[config.mk]
export PLATFORM = sky130hd
export DESIGN_NAME = vga_write_scheduler_flat
export DESIGN_NICKNAME = d
export VERILOG_FILES = /design/src/rtl/vga_write_scheduler_if.sv /design/src/rtl/vga_write_scheduler.sv /design/src/flat_wrapper.sv
export SDC_FILE = /design/constraint.sdc
export NUM_CORES = 1
export LEC_CHECK = 0
export ABC_CLOCK_PERIOD_IN_PS = 2700
export BUFFER_PORTS_ARGS = -buffer_cell sky130_fd_sc_hd__clkbuf_2
export CAP_MARGIN = 10
export CORE_MARGIN = 1
export CORE_UTILIZATION = 45
export DETAILED_ROUTE_END_ITERATION = 6
export GPL_ROUTABILITY_DRIVEN = 0
export GPL_TIMING_DRIVEN = 0
export PLACE_DENSITY_LB_ADDON = 0.1
export SYNTH_ARGS = -nofsm -noshare
export SYNTH_HDL_FRONTEND = slang
export SYNTH_SLANG_ARGS = --single-unit
[constraint.sdc]
create_clock -name sys_clock -period 2.7 [get_ports sys_clock]
set_clock_uncertainty 0.1 [all_clocks]
set_input_delay 0.54 -clock sys_clock [delete_from_list [all_inputs] [get_ports sys_clock]]
set_output_delay 0.54 -clock sys_clock [all_outputs]
set_load 0.005 [all_outputs]
[src/rtl/vga_write_scheduler_if.sv]
// Write-port bundle between the frame-memory write scheduler and its requesters.
// Carries both requester handshakes, the screen-clear control and the packed memory write word.
`timescale 1ns/1ps
interface vga_write_scheduler_if #(
    parameter int ADDR_W = 20,
    parameter int DATA_W = 4
);
    logic              clear_start;
    logic [DATA_W-1:0] clear_color;
    logic              clear_busy;

    logic              a_valid;
    logic [ADDR_W-1:0] a_addr;
    logic [DATA_W-1:0] a_data;
    logic              a_ready;

    logic              b_valid;
    logic [ADDR_W-1:0] b_addr;
    logic [DATA_W-1:0] b_data;
    logic              b_ready;

    logic [31:0]       write_reg;
    logic              range_error;

    modport slave (
        input  clear_start, clear_color,
        input  a_valid, a_addr, a_data,
        input  b_valid, b_addr, b_data,
        output clear_busy, a_ready, b_ready, write_reg, range_error
    );

    modport master (
        output clear_start, clear_color,
        output a_valid, a_addr, a_data,
        output b_valid, b_addr, b_data,
        input  clear_busy, a_ready, b_ready, write_reg, range_error
    );
endinterface

[src/rtl/vga_write_scheduler.sv]
// Single write-port scheduler for the VGA frame memory: round-robin between the Sobel
// stream (A) and the processor writer (B), plus a full-screen clear sequencer.
//
// state | meaning
// ARB   | requesters arbitrated round-robin; clear_start launches a clear
// CLEAR | one clear write per cycle, counter 0..PIXEL_COUNT-1; requesters stalled
`timescale 1ns/1ps
module vga_write_scheduler #(
    parameter int ADDR_W      = 20,
    parameter int DATA_W      = 4,
    parameter int PIXEL_COUNT = 307200
) (
    input  logic                  sys_clock,
    input  logic                  reset,
    vga_write_scheduler_if.slave  bus
);
    localparam int PAD_W = 32 - 1 - DATA_W - ADDR_W;
    localparam logic [ADDR_W-1:0] LAST_ADDR = ADDR_W'(PIXEL_COUNT - 1);

    typedef enum logic {ARB, CLEAR} state_t;

    state_t            state_q, state_d;
    logic              last_grant_b_q;
    logic [ADDR_W-1:0] count_q;
    logic [DATA_W-1:0] color_q;
    logic [31:0]       write_reg_q;
    logic              range_error_q;

    logic              a_ready, b_ready;
    logic              clear_go, clear_last;
    logic              fire;
    logic [ADDR_W-1:0] win_addr;
    logic [DATA_W-1:0] win_data;
    logic              win_in_range;

    always_ff @(posedge sys_clock or posedge reset) begin
        if (reset) begin
            state_q <= ARB;
        end else begin
            state_q <= state_d;
        end
    end

    // Readies are held low during reset so nothing can transfer while the block is cleared.
    always_comb begin
        state_d    = state_q;
        a_ready    = 1'b0;
        b_ready    = 1'b0;
        clear_go   = 1'b0;
        clear_last = 1'b0;
        case (state_q)
            ARB: begin
                if (bus.clear_start) begin
                    state_d  = CLEAR;
                    clear_go = 1'b1;
                end else if (!reset) begin
                    a_ready = bus.a_valid && (!bus.b_valid || last_grant_b_q);
                    b_ready = bus.b_valid && (!bus.a_valid || !last_grant_b_q);
                end
            end
            CLEAR: begin
                if (count_q == LAST_ADDR) begin
                    clear_last = 1'b1;
                    state_d    = ARB;
                end
            end
            default: state_d = ARB;
        endcase
    end

    always_comb begin
        fire         = a_ready || b_ready;
        win_addr     = b_ready ? bus.b_addr : bus.a_addr;
        win_data     = b_ready ? bus.b_data : bus.a_data;
        win_in_range = (win_addr <= LAST_ADDR);
    end

    always_ff @(posedge sys_clock or posedge reset) begin
        if (reset) begin
            write_reg_q    <= 32'd0;
            range_error_q  <= 1'b0;
            count_q        <= '0;
            color_q        <= '0;
            last_grant_b_q <= 1'b1;
        end else begin
            write_reg_q   <= 32'd0;
            range_error_q <= 1'b0;
            if (clear_go) begin
                color_q <= bus.clear_color;
                count_q <= '0;
            end
            // The counter parks on the last address so it never runs past the screen.
            if (state_q == CLEAR) begin
                write_reg_q <= {{PAD_W{1'b0}}, 1'b1, color_q, count_q};
                if (!clear_last) begin
                    count_q <= count_q + 1'b1;
                end
            end
            if (fire) begin
                last_grant_b_q <= b_ready;
                if (win_in_range) begin
                    write_reg_q <= {{PAD_W{1'b0}}, 1'b1, win_data, win_addr};
                end else begin
                    range_error_q <= 1'b1;
                end
            end
        end
    end

    assign bus.a_ready     = a_ready;
    assign bus.b_ready     = b_ready;
    assign bus.clear_busy  = (state_q == CLEAR);
    assign bus.write_reg   = write_reg_q;
    assign bus.range_error = range_error_q;

endmodule

[src/flat_wrapper.sv]
// flat-port wrapper written by rule: the top's interface ports become plain ports
module vga_write_scheduler_flat 
#(
    parameter int ADDR_W      = 20,
    parameter int DATA_W      = 4,
    parameter int PIXEL_COUNT = 307200
)
  (sys_clock, reset, bus_clear_start, bus_clear_color, bus_a_valid, bus_a_addr, bus_a_data, bus_b_valid, bus_b_addr, bus_b_data, bus_clear_busy, bus_a_ready, bus_b_ready, bus_write_reg, bus_range_error);
  vga_write_scheduler_if #(.ADDR_W(ADDR_W), .DATA_W(DATA_W)) bus_i ();
  input  logic sys_clock;
  input  logic reset;
  input wire logic [$bits(bus_i.clear_start)-1:0] bus_clear_start;
  input wire logic [$bits(bus_i.clear_color)-1:0] bus_clear_color;
  input wire logic [$bits(bus_i.a_valid)-1:0] bus_a_valid;
  input wire logic [$bits(bus_i.a_addr)-1:0] bus_a_addr;
  input wire logic [$bits(bus_i.a_data)-1:0] bus_a_data;
  input wire logic [$bits(bus_i.b_valid)-1:0] bus_b_valid;
  input wire logic [$bits(bus_i.b_addr)-1:0] bus_b_addr;
  input wire logic [$bits(bus_i.b_data)-1:0] bus_b_data;
  output wire logic [$bits(bus_i.clear_busy)-1:0] bus_clear_busy;
  output wire logic [$bits(bus_i.a_ready)-1:0] bus_a_ready;
  output wire logic [$bits(bus_i.b_ready)-1:0] bus_b_ready;
  output wire logic [$bits(bus_i.write_reg)-1:0] bus_write_reg;
  output wire logic [$bits(bus_i.range_error)-1:0] bus_range_error;
  assign bus_i.clear_start = bus_clear_start;
  assign bus_i.clear_color = bus_clear_color;
  assign bus_i.a_valid = bus_a_valid;
  assign bus_i.a_addr = bus_a_addr;
  assign bus_i.a_data = bus_a_data;
  assign bus_i.b_valid = bus_b_valid;
  assign bus_i.b_addr = bus_b_addr;
  assign bus_i.b_data = bus_b_data;
  assign bus_clear_busy = bus_i.clear_busy;
  assign bus_a_ready = bus_i.a_ready;
  assign bus_b_ready = bus_i.b_ready;
  assign bus_write_reg = bus_i.write_reg;
  assign bus_range_error = bus_i.range_error;
  vga_write_scheduler #(.ADDR_W(ADDR_W), .DATA_W(DATA_W), .PIXEL_COUNT(PIXEL_COUNT)) u_core (.sys_clock(sys_clock), .reset(reset), .bus(bus_i));
endmodule
Word-level counts from Yosys, hierarchy flattened
Index checks and enable logic that the tools add are counted.
{ "word_totals": {"regBits": 59, "output_inout_bits": 36, "inputBits": 57, "word_cells": 40} }
{ "classes": {"bitwise_logic": 1, "addsub": 1, "n_eq_ne": 1, "reduce_logical": 8, "muxes": 22, "magnitude_cmp": 1} }
{ "ops": {"columns": ["cell", "count"], "rows": [
  ["two-way mux 20 bit", 4],
  ["two-way mux 25 bit", 2],
  ["two-way mux 32 bit", 1],
  ["adder 20 x 1 -> 20 bit, second input constant", 1],
  ["== test 20 x 19 -> 1 bit, second input constant", 1],
  ["<= comparator 20 x 19 -> 1 bit, second input constant", 1],
  ["two-way mux 1 bit", 13],
  ["two-way mux 4 bit", 1],
  ["logical NOT 1 bit", 3],
  ["logical OR 1 bit", 3],
  ["logical AND 1 bit", 2],
  ["case mux 1 bit (2 select lines)", 1],
  ["NOT 1 bit", 1]
]} }

Longest topological paths before layout
Gate-level depths: netlist of run 1.
{ "depth": {"word_depth": 10, "mapped_depth": 6, "depth_no_buf": 5} }

Worst setup path after synthesis of run 1
Ideal clock, no wire load.
{ "synth_timing": {"kind": "input-to-reg", "start": "input port reset", "end": "register u_core.write_reg_q[10] (netlist: u_core.bus.write_reg[10])", "t_arrival_ps": 1956, "path_stages": 5, "t_required_ps": 2465, "setup_slack_ps": 510, "setup_time_ps": 135, "path_buffers": 1, "path_cell_list": "or3_1 -> nor2_4 -> mux2i_1 -> clkbuf_1 -> o31ai_1"} }
{ "synth_via": {"elab_chain_cells": 7, "word_cells_on_any_way": 11, "classes_between": "order compare: 1; mux: 9; reduce/logical: 1"} }
{ "synth_lines": {"columns": ["item", "line", "rtl"], "rows": [
  ["from (decl)", "flat_wrapper.sv:11", "input logic reset;"],
  ["two-way mux 1 bit", "vga_write_scheduler.sv:56", "end else if (!reset) begin"],
  ["two-way mux 1 bit", "vga_write_scheduler.sv:53", "if (bus.clear_start) begin"],
  ["two-way mux 1 bit", "vga_write_scheduler.sv:51", "case (state_q)"],
  ["two-way mux 20 bit", "vga_write_scheduler.sv:73", "win_addr = b_ready ? bus.b_addr : bus.a_addr;"],
  ["<= comparator 20 x 19 -> 1 bit", "vga_write_scheduler.sv:75", "win_in_range = (win_addr <= LAST_ADDR);"],
  ["two-way mux 25 bit", "vga_write_scheduler.sv:101", "if (win_in_range) begin"],
  ["two-way mux 32 bit *", "vga_write_scheduler.sv:99", "if (fire) begin"],
  ["to (signal assigned)", "vga_write_scheduler.sv:94", "write_reg_q <= {{PAD_W{1'b0}}, 1'b1, color_q, count_q};"],
  ["to (signal assigned)", "vga_write_scheduler.sv:102", "write_reg_q <= {{PAD_W{1'b0}}, 1'b1, win_data, win_addr};"],
  ["to (decl)", "vga_write_scheduler.sv:26", "logic [31:0] write_reg_q;"]
]} }
Mark *: on every way between the ends. The rest lies on a longest branch, timed or not.
A chain may end at the register's enable or synchronous reset.

Final worst setup path of run 1
{ "layout_timing": {"start": "register u_core.state_q (netlist: u_core.bus.clear_busy)", "end": "output port bus_b_ready"} }
{ "layout_via": {"elab_chain_cells": 1} }
{ "layout_lines": {"columns": ["item", "line", "rtl"], "rows": [
  ["from (decl)", "vga_write_scheduler.sv:22", "state_t state_q, state_d;"],
  ["from (signal assigned)", "vga_write_scheduler.sv:40", "state_q <= state_d;"],
  ["two-way mux 1 bit", "vga_write_scheduler.sv:51", null],
  ["to (decl)", "flat_wrapper.sv:22", "output wire logic [$bits(bus_i.b_ready)-1:0] bus_b_ready;"]
]} }
Every way passes these cells.

==> out/metrics.csv, run 1 <==
metric,value,unit
layout.nets,420,
cts_buffers,5,
die_w,79.86,um
clock_latency,0.30,ns
ys_seq_elements,52,
cts_resized,0,
status,"finished, final reports clean",
antenna_found_initial,0,
firstDrtPassIters,4,
ys_async_sr_fraction,100.0,%
yosysSeqAreaShare,47.75,%
ctsHoldBuffers,0,
worst_ep_arrival_time,1.98,ns
required,2.06,ns
power_frac_clock,27.0,%
crit_type,flip-flop to output pin,
syn_avg_cell_area,10.37,um2
tightest_slew,0.5821,ns
crit_path_max_fanout,10,
whs,0.1610,ns
synthTopCellsByCount,"51 x dfrtp_1, 42 x nand2_1, 39 x mux2i_1, 20 x o31ai_1, 9 x clkbuf_1",
intPower,1.406,mW
drive_gt1_share,32.51,%
vias_per_cell,5.347,
largest_register_ff_count,25,
yosysUniqueCellTypes,46,
timing.rr.end,u_core.bus.write_reg[5],
synth.top_cell.area_share,46.79,%
io_pins,93,
synthToLayoutAreaGrowth,24.54,%
start_kind,flip-flop,
h-tree-depth,2,
core,0.005675,mm2
wl_per_cell,15.43,um
route.detailed.drc,0,
fin_area,0.003397,mm2
finalMaxSlewViolations,0,
setup_slack,0.08387,ns
syn_inst,263,
die_h,79.86,um
p_sw_share,28.95,%
via_count,2326,
placedCellCount,427,
power_frac_seq,50.3,%
period_needed,2.616,ns
p_comb_share,22.6,%
finalHoldViolCount,0,
maxSlewHeadroom,60.90,%
synth_area_leaders,"dfrtp_1 47%, mux2i_1 14%, nand2_1 5.8%, o31ai_1 5.5%, buf_4 1.9%",
postPlaceCellArea,0.003286,mm2
dp_worst_setup_slack,-0.01124,ns
cts_post_setup_buffers_inserted,0,
synthFlopType,dfrtp_1,
ir_drop,0.2835,mV
clock-sinks,52,
p_sw,0.5727,mW
yosysMostFrequentCell,dfrtp_1,
post-dp-hpwl,5.164,mm
crit_path_end_kind,output pin,
n_antenna_cell,0,
synth_area,0.002728,mm2
max_cap_viol_count,0,
grt_first_pass_wirelength,10.70,mm
initial_core_util,48.06,%
yosys_warnings,0,
fin_crit_sh,96.89,%
clockRootBuffer,clkbuf_8,
power.total,1.978,mW
rows,27,
synth_area_leader_cell,dfrtp_1,
grt_overflow,0,
tritoncts,done,
grt_start_max_net_pins,33,
max_freq,0.3822,GHz
grt_pass1_vias,2244,
wirelength,6.713,mm
tns,0,ns
drtAntennaViolNets,0,
fin_util,59.85,%
dieArea,0.006377,mm2
clockBufferDepth,2,
setup_viol,0,
p_leak,1.611,nW
drt-initial-drc-count,128,
synth_edf_count,0,
grtUsageTotal,22.05,%
io_buffers,85,
clk_pin_slew,0.10,ns
r2r_cells,5,
grt_setup_unrepaired,false,
instances_no_fill,435,
r2r_slack,0.17,ns
hold_path_class,primary input to async pin,
reg2reg_from,u_core.bus.clear_busy,
p_per_area,582.4,mW/mm2
[worst max path at each step]
stage,from,endpoint,slack (ns),cells past startpoint
6_report,u_core.bus.clear_busy,bus_b_ready,0.08,4
5_1_grt,u_core.bus.clear_busy,bus_b_ready,0.01,4
4_1_cts,u_core.bus.clear_busy,bus_b_ready,0.09,4
3_5_place_dp,reset,u_core.bus.write_reg[5],-0.01,6
3_3_place_gp,reset,u_core.bus.write_reg[5],-0.02,6
2_1_floorplan,reset,u_core.bus.write_reg[10],0.51,5
[logic make-up after synthesis]
| logic type | Yosys count | synth area share (%) |
|---|---|---|
| buffers and inverters | 29 | 5.137 |
| and+or+nand+nor | 85 | 16.65 |
| adders and majority gates | 1 | 0.4586 |
| other | 1 | 0.1375 |
| AOI/OAI and AO/OA | 52 | 13.90 |
| muxes | 43 | 15.96 |
| DFF | 52 | 47.75 |
[cell usage in the layout, fill, tap and decap left out, types with 3 or more instances in the layout]
cell      Yosys  final
nand3_1       7      7
o21ai_0       5      5
nor3_1        4      4
inv_1         8      7
dfrtp_1      51     51
nand2_1      42     42
clkbuf_8      0      5
clkbuf_2      0     85
a21oi_1       6      6
conb_1        1      7
a21o_1        3      3
mux2_2        4      4
and4_1        4      4
buf_2         4      4
nand4_1       5      5
o31ai_1      20     20
clkbuf_1      9      9
buf_4         7      7
and3_1        3      3
mux2i_1      39     39
a211o_1       3      3
nand2b_1      3      3
[worst max-delay path, cell delays in order (launching register included)]
cell	delay, ns
dfrtp_1	0.42
or3_1	0.44
nor2_4	0.30
buf_2	0.35
clkbuf_2	0.17
[power groups by stage]
stage | Clock (mW) | Combinational [mW] | Sequential, mW
3_3_place_gp | 0 | 0.439 | 1.01
4_1_cts | 0.541 | 0.453 | 0.995
6_report | 0.534 | 0.448 | 0.996
3_5_place_dp | 0 | 0.453 | 1.01
5_1_grt | 0.569 | 0.511 | 1.01
2_1_floorplan | 0 | 0.265 | 1.00
[metal layers]
metal	wire length (um)	vias up	global-route usage, %
met5	0	-	0
met4	69	0	7.857
met3	385	5	3.200
met2	3001	90	34.96
met1	3257	1088	30.67
li1	-	1143	-
[area by class of cell]
type                       count  area (um2)
fill                         486        2278
multi-input combinational    188        1308
sequential                    52        1303
timing repair buffer          86       445.4
buffer                        21       110.1
tap                           72       90.09
clock buffer                   5       68.82
clock inverter                 3       42.54
inverter                       8       30.03
Power figures use the tool's default switching activity.
==> run 2, diff against run 1 <==
==> constraint.sdc (replaced) <==
create_clock -name sys_clock -period 2.7 [get_ports sys_clock]
set_clock_uncertainty 0.1 [all_clocks]
set_input_delay 0.27 -clock sys_clock [delete_from_list [all_inputs] [get_ports sys_clock]]
set_output_delay 0.27 -clock sys_clock [all_outputs]
set_load 0.005 [all_outputs]
==> run 2 against run 1 <==
Net effect: non-clock buffer count is 1 higher; sequential power about the same; clock power is essentially flat; setup slack better by 0.078 ns.
==> out/metrics.csv, run 2 (synthesis gave the netlist of run 1 again) <==
metric,value,unit,change
status,"finished, final reports clean",,
wl_per_cell,15.40,um,-0.18%
die_w,79.86,um,unchanged
period_needed,2.538,ns,-0.07792 ns
maxSlewHeadroom,60.15,%,-0.75 points
ff_latch_area,0.001303,mm2,unchanged
p_leak,1.623,nW,+0.78%
layout.nets,421,,+0.24%
synthToLayoutAreaGrowth,25.14,%,
clockRootBuffer,clkbuf_8,,
cts_buffers,5,,unchanged
whs,0.09399,ns,-0.06701 ns
core,0.005675,mm2,unchanged
grt_start_max_net_pins,33,,unchanged
grtUsageTotal,22.07,%,+0.025 points
power_frac_seq,50.3,%,about the same
io_buffers,85,,unchanged
crit_type,primary input to output pin,,
die_h,79.86,um,unchanged
multi_input_area,0.001311,mm2,+0.29%
final_cell_mix,"87 x clkbuf_2, 51 x dfrtp_1, 42 x nand2_1",,
intPower,1.408,mW,+0.14%
grt_setup_unrepaired,false,,
drtAntennaViolNets,0,,unchanged
vias_per_cell,5.351,,about the same
tns,0,ns,unchanged
tritoncts,done,,
n_antenna_cell,0,,unchanged
hold_path_class,primary input to flip-flop,,
finalMaxSlewViolations,0,,unchanged
clockBufferDepth,2,,unchanged
start_kind,primary input,,
fin_crit_sh,94.01,%,-2.9 points
p_comb_share,22.8,%,+0.2 points
drive_gt1_share,33.24,%,+0.73 points
power_frac_clock,26.9,%,about the same
wirelength,6.716,mm,about the same
io_pins,93,,unchanged
post-dp-hpwl,5.164,mm,unchanged
route.detailed.drc,0,,unchanged
fillers,485,,-0.21%
clock-sinks,52,,unchanged
ir_drop,0.2827,mV,-0.25%
firstDrtPassIters,4,,unchanged
clk_pin_slew,0.09,ns,about the same
h-tree-depth,2,,unchanged
p_per_area,580.2,mW/mm2,-0.38%
crit_path_max_fanout,10,,unchanged
clock_latency,0.30,ns,about the same
antenna_found_initial,0,,unchanged
setup_viol,0,,unchanged
drt-initial-drc-count,114,,-11%
max_cap_viol_count,0,,unchanged
grt_pass1_vias,2246,,+0.089%
max_freq,0.3940,GHz,+3.1%
via_count,2333,,+0.30%
required,2.33,ns,+0.27 ns
cts_post_setup_buffers_inserted,0,,unchanged
dieArea,0.006377,mm2,unchanged
finalHoldViolCount,0,,unchanged
rows,27,,unchanged
tightest_slew,0.5932,ns,+0.01113 ns
worst_ep_arrival_time,2.17,ns,+0.19 ns
crit_path_end_kind,output pin,,
p_sw,0.5726,mW,about the same
p_sw_share,28.92,%,-0.032 points
layout_commonest_cell,clkbuf_2,,
initial_core_util,48.06,%,unchanged
grt_first_pass_wirelength,10.71,mm,+0.12%
largest_register_ff_count,25,,unchanged
grt_overflow,0,,unchanged
==> run 2: final cells by class <==
| type | instances | share of cell area, % |
|---|---|---|
| Clock inverter | 3 | 1.246 |
| Timing Repair Buffer | 87 | 13.34 |
| Tap cell | 72 | 2.639 |
| Inverter | 8 | 0.8798 |
| Sequential cell | 52 | 38.16 |
| Clock buffer | 5 | 2.016 |
| Buffer | 21 | 3.299 |
| Multi-Input combinational cell | 188 | 38.42 |
==> run 2: per-layer routing <==
metal,share of wire (%),up-vias,global-route usage [%]
li1,-,1146,-
met1,49,1102,30.67
met2,45,78,35.04
met3,5.4,7,3.200
met4,1.1,0,7.857
met5,0,-,0
==> run 2: power groups by stage <==
| stage | Combinational [mW] | Sequential [mW] | Clock, mW |
|---|---|---|---|
| global route | 0.514 | 1.01 | 0.569 |
| global placement | 0.439 | 1.01 | 0 |
| finish | 0.451 | 0.996 | 0.534 |
| floorplan | 0.265 | 1.00 | 0 |
| CTS | 0.455 | 0.995 | 0.541 |
| detailed placement | 0.453 | 1.01 | 0 |
==> run 2: repair_timing <==
item | in CTS | in global routing
endpoints found under the setup margin | 0 | 20
resized for setup | 0 | 5
hold buffers | 1 | 0
endpoints found under the hold margin | 20 | 0
==> run 2: final timing paths <==
check                                       from                        to  slack, ns  cells past startpoint
min in group asynchronous                  reset         u_core.count_q[3]       0.44                      3
hold / removal                bus_clear_color[0]         u_core.color_q[0]       0.09                      2
hold reg to reg                u_core.color_q[2]  u_core.bus.write_reg[22]       0.40                      2
max in group asynchronous                  reset     u_core.last_grant_b_q       1.48                      4
setup reg to reg           u_core.bus.clear_busy   u_core.bus.write_reg[5]       0.44                      5
setup / recovery                           reset               bus_b_ready       0.16                      6
==> run 2: critical path, stage by stage <==
cell and delay [ns]:
dlygate4sd3_1 0.53, clkbuf_2 0.13, or3_1 0.40, nor2_4 0.31, buf_2 0.35, clkbuf_2 0.17
==> run 2: stage by stage <==
stage          total power, mW  area [um2]  setup slack [ns]  utilization, %  instances
2_1_floorplan            1.269        2750            0.6424               -        269
3_3_place_gp             1.447        3266            0.2206           57.54        426
3_5_place_dp             1.463        3286            0.2282           57.89        427
4_1_cts                  1.991        3407           0.01908           60.03        436
5_1_grt                  2.095        3413           0.08466           60.14        436
6_report                 1.980        3413            0.1618           60.14        436
==> run 3, diff against run 2 <==
--- a/config.mk
+++ b/config.mk
@@ -7,13 +7,12 @@
 export LEC_CHECK = 0
 export ABC_CLOCK_PERIOD_IN_PS = 2700
 export BUFFER_PORTS_ARGS = -buffer_cell sky130_fd_sc_hd__clkbuf_2
-export CAP_MARGIN = 10
 export CORE_MARGIN = 1
 export CORE_UTILIZATION = 45
 export DETAILED_ROUTE_END_ITERATION = 6
 export GPL_ROUTABILITY_DRIVEN = 0
 export GPL_TIMING_DRIVEN = 0
-export PLACE_DENSITY_LB_ADDON = 0.1
+export PLACE_DENSITY = 0.73
 export SYNTH_ARGS = -nofsm -noshare
 export SYNTH_HDL_FRONTEND = slang
 export SYNTH_SLANG_ARGS = --single-unit
==> run 3 against run 2 <==
Net effect: fmax grew 0.72%; die area is the same; core utilization shrank 0.13 points; setup slack gained 0.018 ns; largest cell class unchanged; largest power group unchanged.
==> out/metrics.csv, run 3 (synthesis gave the netlist of run 1 again) <==
metric,value,unit,change
crit_path_end_kind,output pin,,
grt_pass1_vias,2262,,+0.71%
dp_worst_setup_slack,0.2451,ns,+0.01690 ns
finalHoldViolCount,0,,unchanged
dieArea,0.006377,mm2,unchanged
max_freq,0.3968,GHz,+0.72%
final_cell_mix,"87 x clkbuf_2, 51 x dfrtp_1, 42 x nand2_1",,
cts_post_setup_buffers_inserted,0,,unchanged
crit_chain,dlygate4sd3_1 -> clkbuf_2 -> or3_1 -> nor2_4 -> buf_2 -> clkbuf_2,,
tns,0,ns,unchanged
required,2.33,ns,about the same
clock_latency,0.31,ns,about the same
ir_drop,0.2676,mV,-5.3%
grt_start_max_net_pins,43,,+30%
layout_commonest_cell,clkbuf_2,,
wirelength,6.595,mm,-1.8%
finalMaxSlewViolations,0,,unchanged
clk_pin_slew,0.09,ns,about the same
setup_slack,0.1799,ns,+0.01810 ns
cts_buffers,5,,unchanged
via_count,2353,,+0.86%
grtUsageTotal,22.26,%,+0.19 points
postPlaceCellArea,0.003286,mm2,unchanged
slowest_delay,0.53,ns,about the same
grt_setup_unrepaired,false,,
cpMaxStageDelayCell,dlygate4sd3_1,,
setup_viol,0,,unchanged
grt_overflow,0,,unchanged
fin_area,0.003406,mm2,-0.22%
critPathBufInv,4,,unchanged
antenna_found_initial,0,,unchanged
fin_util,60.01,%,-0.13 points
p_leak,1.622,nW,about the same
clockBufferDepth,2,,unchanged
p_per_area,577.7,mW/mm2,-0.43%
clock-sinks,52,,unchanged
period_needed,2.520,ns,-0.01810 ns
crit_type,primary input to output pin,,
status,"finished, final reports clean",,
maxSlewHeadroom,60.21,%,about the same
clockRootBuffer,clkbuf_8,,
n_antenna_cell,0,,unchanged
drive_gt1_share,32.69,%,-0.55 points
io_buffers,85,,unchanged
io_pins,93,,unchanged
layout.nets,421,,unchanged
synthToLayoutAreaGrowth,24.86,%,
rows,27,,unchanged
max_cap_viol_count,0,,unchanged
route.detailed.drc,0,,unchanged
vias_per_cell,5.397,,+0.86%
firstDrtPassIters,4,,unchanged
tightest_slew,0.5923,ns,-0.0008883 ns
fin_crit_sh,93.34,%,-0.67 points
post-dp-hpwl,5.056,mm,-2.1%
drtAntennaViolNets,0,,unchanged
largest_register_ff_count,25,,unchanged
die_h,79.86,um,unchanged
start_kind,primary input,,
die_w,79.86,um,unchanged
core,0.005675,mm2,unchanged
crit_family,buffers and inverters,,
drt-initial-drc-count,226,,+98%
crit_path_max_fanout,10,,unchanged
worst_ep_arrival_time,2.15,ns,-0.02 ns
wl_per_cell,15.13,um,-1.8%
cp_common_cell,clkbuf_2,,
h-tree-depth,2,,unchanged
tritoncts,done,,
hold_path_class,primary input to flip-flop,,
grt_first_pass_wirelength,10.92,mm,+2.0%
initial_core_util,48.06,%,unchanged
run 3: changes by cell type in the layout (fill, tap and decap cells not counted), sizes merged:
cell,previous run,this run
clkinvlp,1,0
clkbuf,99,100
run 3: routing by layer:
layer | global-route usage [%] | vias up | part of all wire [%]
met5 | 0 | - | 0
met4 | 6.250 | 0 | 1.0
met3 | 3.657 | 6 | 5.5
met2 | 36.50 | 78 | 47
met1 | 30.37 | 1118 | 46
li1 | - | 1151 | -
run 3: power breakdown:
group	internal, mW	leakage (nW)	total (mW)	switching [mW]
sequential	0.916	0.682	1.00	0.0841
combinational	0.216	0.885	0.450	0.234
clock	0.275	0.0552	0.517	0.242
total	1.41	1.62	1.97	0.560
run 3: worst paths after layout:
| path | cells past startpoint | to | startpoint | slack (ns) |
|---|---|---|---|---|
| max in group asynchronous | 4 | u_core.last_grant_b_q | reset | 1.59 |
| setup / recovery | 6 | bus_b_ready | reset | 0.18 |
| min in group asynchronous | 3 | u_core.bus.write_reg[15] | reset | 0.35 |
| setup reg to reg | 5 | u_core.bus.write_reg[24] | u_core.bus.clear_busy | 0.39 |
| hold / removal | 2 | u_core.color_q[2] | bus_clear_color[2] | 0.10 |
| hold reg to reg | 2 | u_core.bus.write_reg[21] | u_core.color_q[1] | 0.37 |
run 3: final cells by class:
cell class | count | area, um2
Clock buffer | 6 | 72.57
Inverter | 8 | 30.03
Multi-Input combinational cell | 188 | 1308
Sequential cell | 52 | 1303
Tap cell | 72 | 90.09
Timing Repair Buffer | 87 | 455.4
Fill cell | 480 | 2270
Clock inverter | 2 | 35.03
Buffer | 21 | 112.6
run 3: metrics by stage:
step / power [mW] / std cells / hold WS [ns]
floorplan: 1.269 / 269 / 0.3217
global placement: 1.445 / 426 / 0.3613
detailed placement: 1.465 / 427 / 0.1398
CTS: 1.986 / 436 / 0.09686
global route: 2.093 / 436 / 0.1029
finish: 1.967 / 436 / 0.1004
run 3: worst register-to-register path, delay by kind of cell, from the launching register on:
kind	cells	cell delay [ns]
buffers and inverters	1	0.32
and+or+nand+nor	2	0.73
muxes	1	0.49
DFF	1	0.41
AOI/OAI and AO/OA	1	0.13
run 3: what timing repair did:
item | in CTS | in global routing
gates resized for setup | 0 | 4
endpoints found under the setup margin | 0 | 20
endpoints found under the hold margin | 10 | 0
hold buffers | 1 | 0
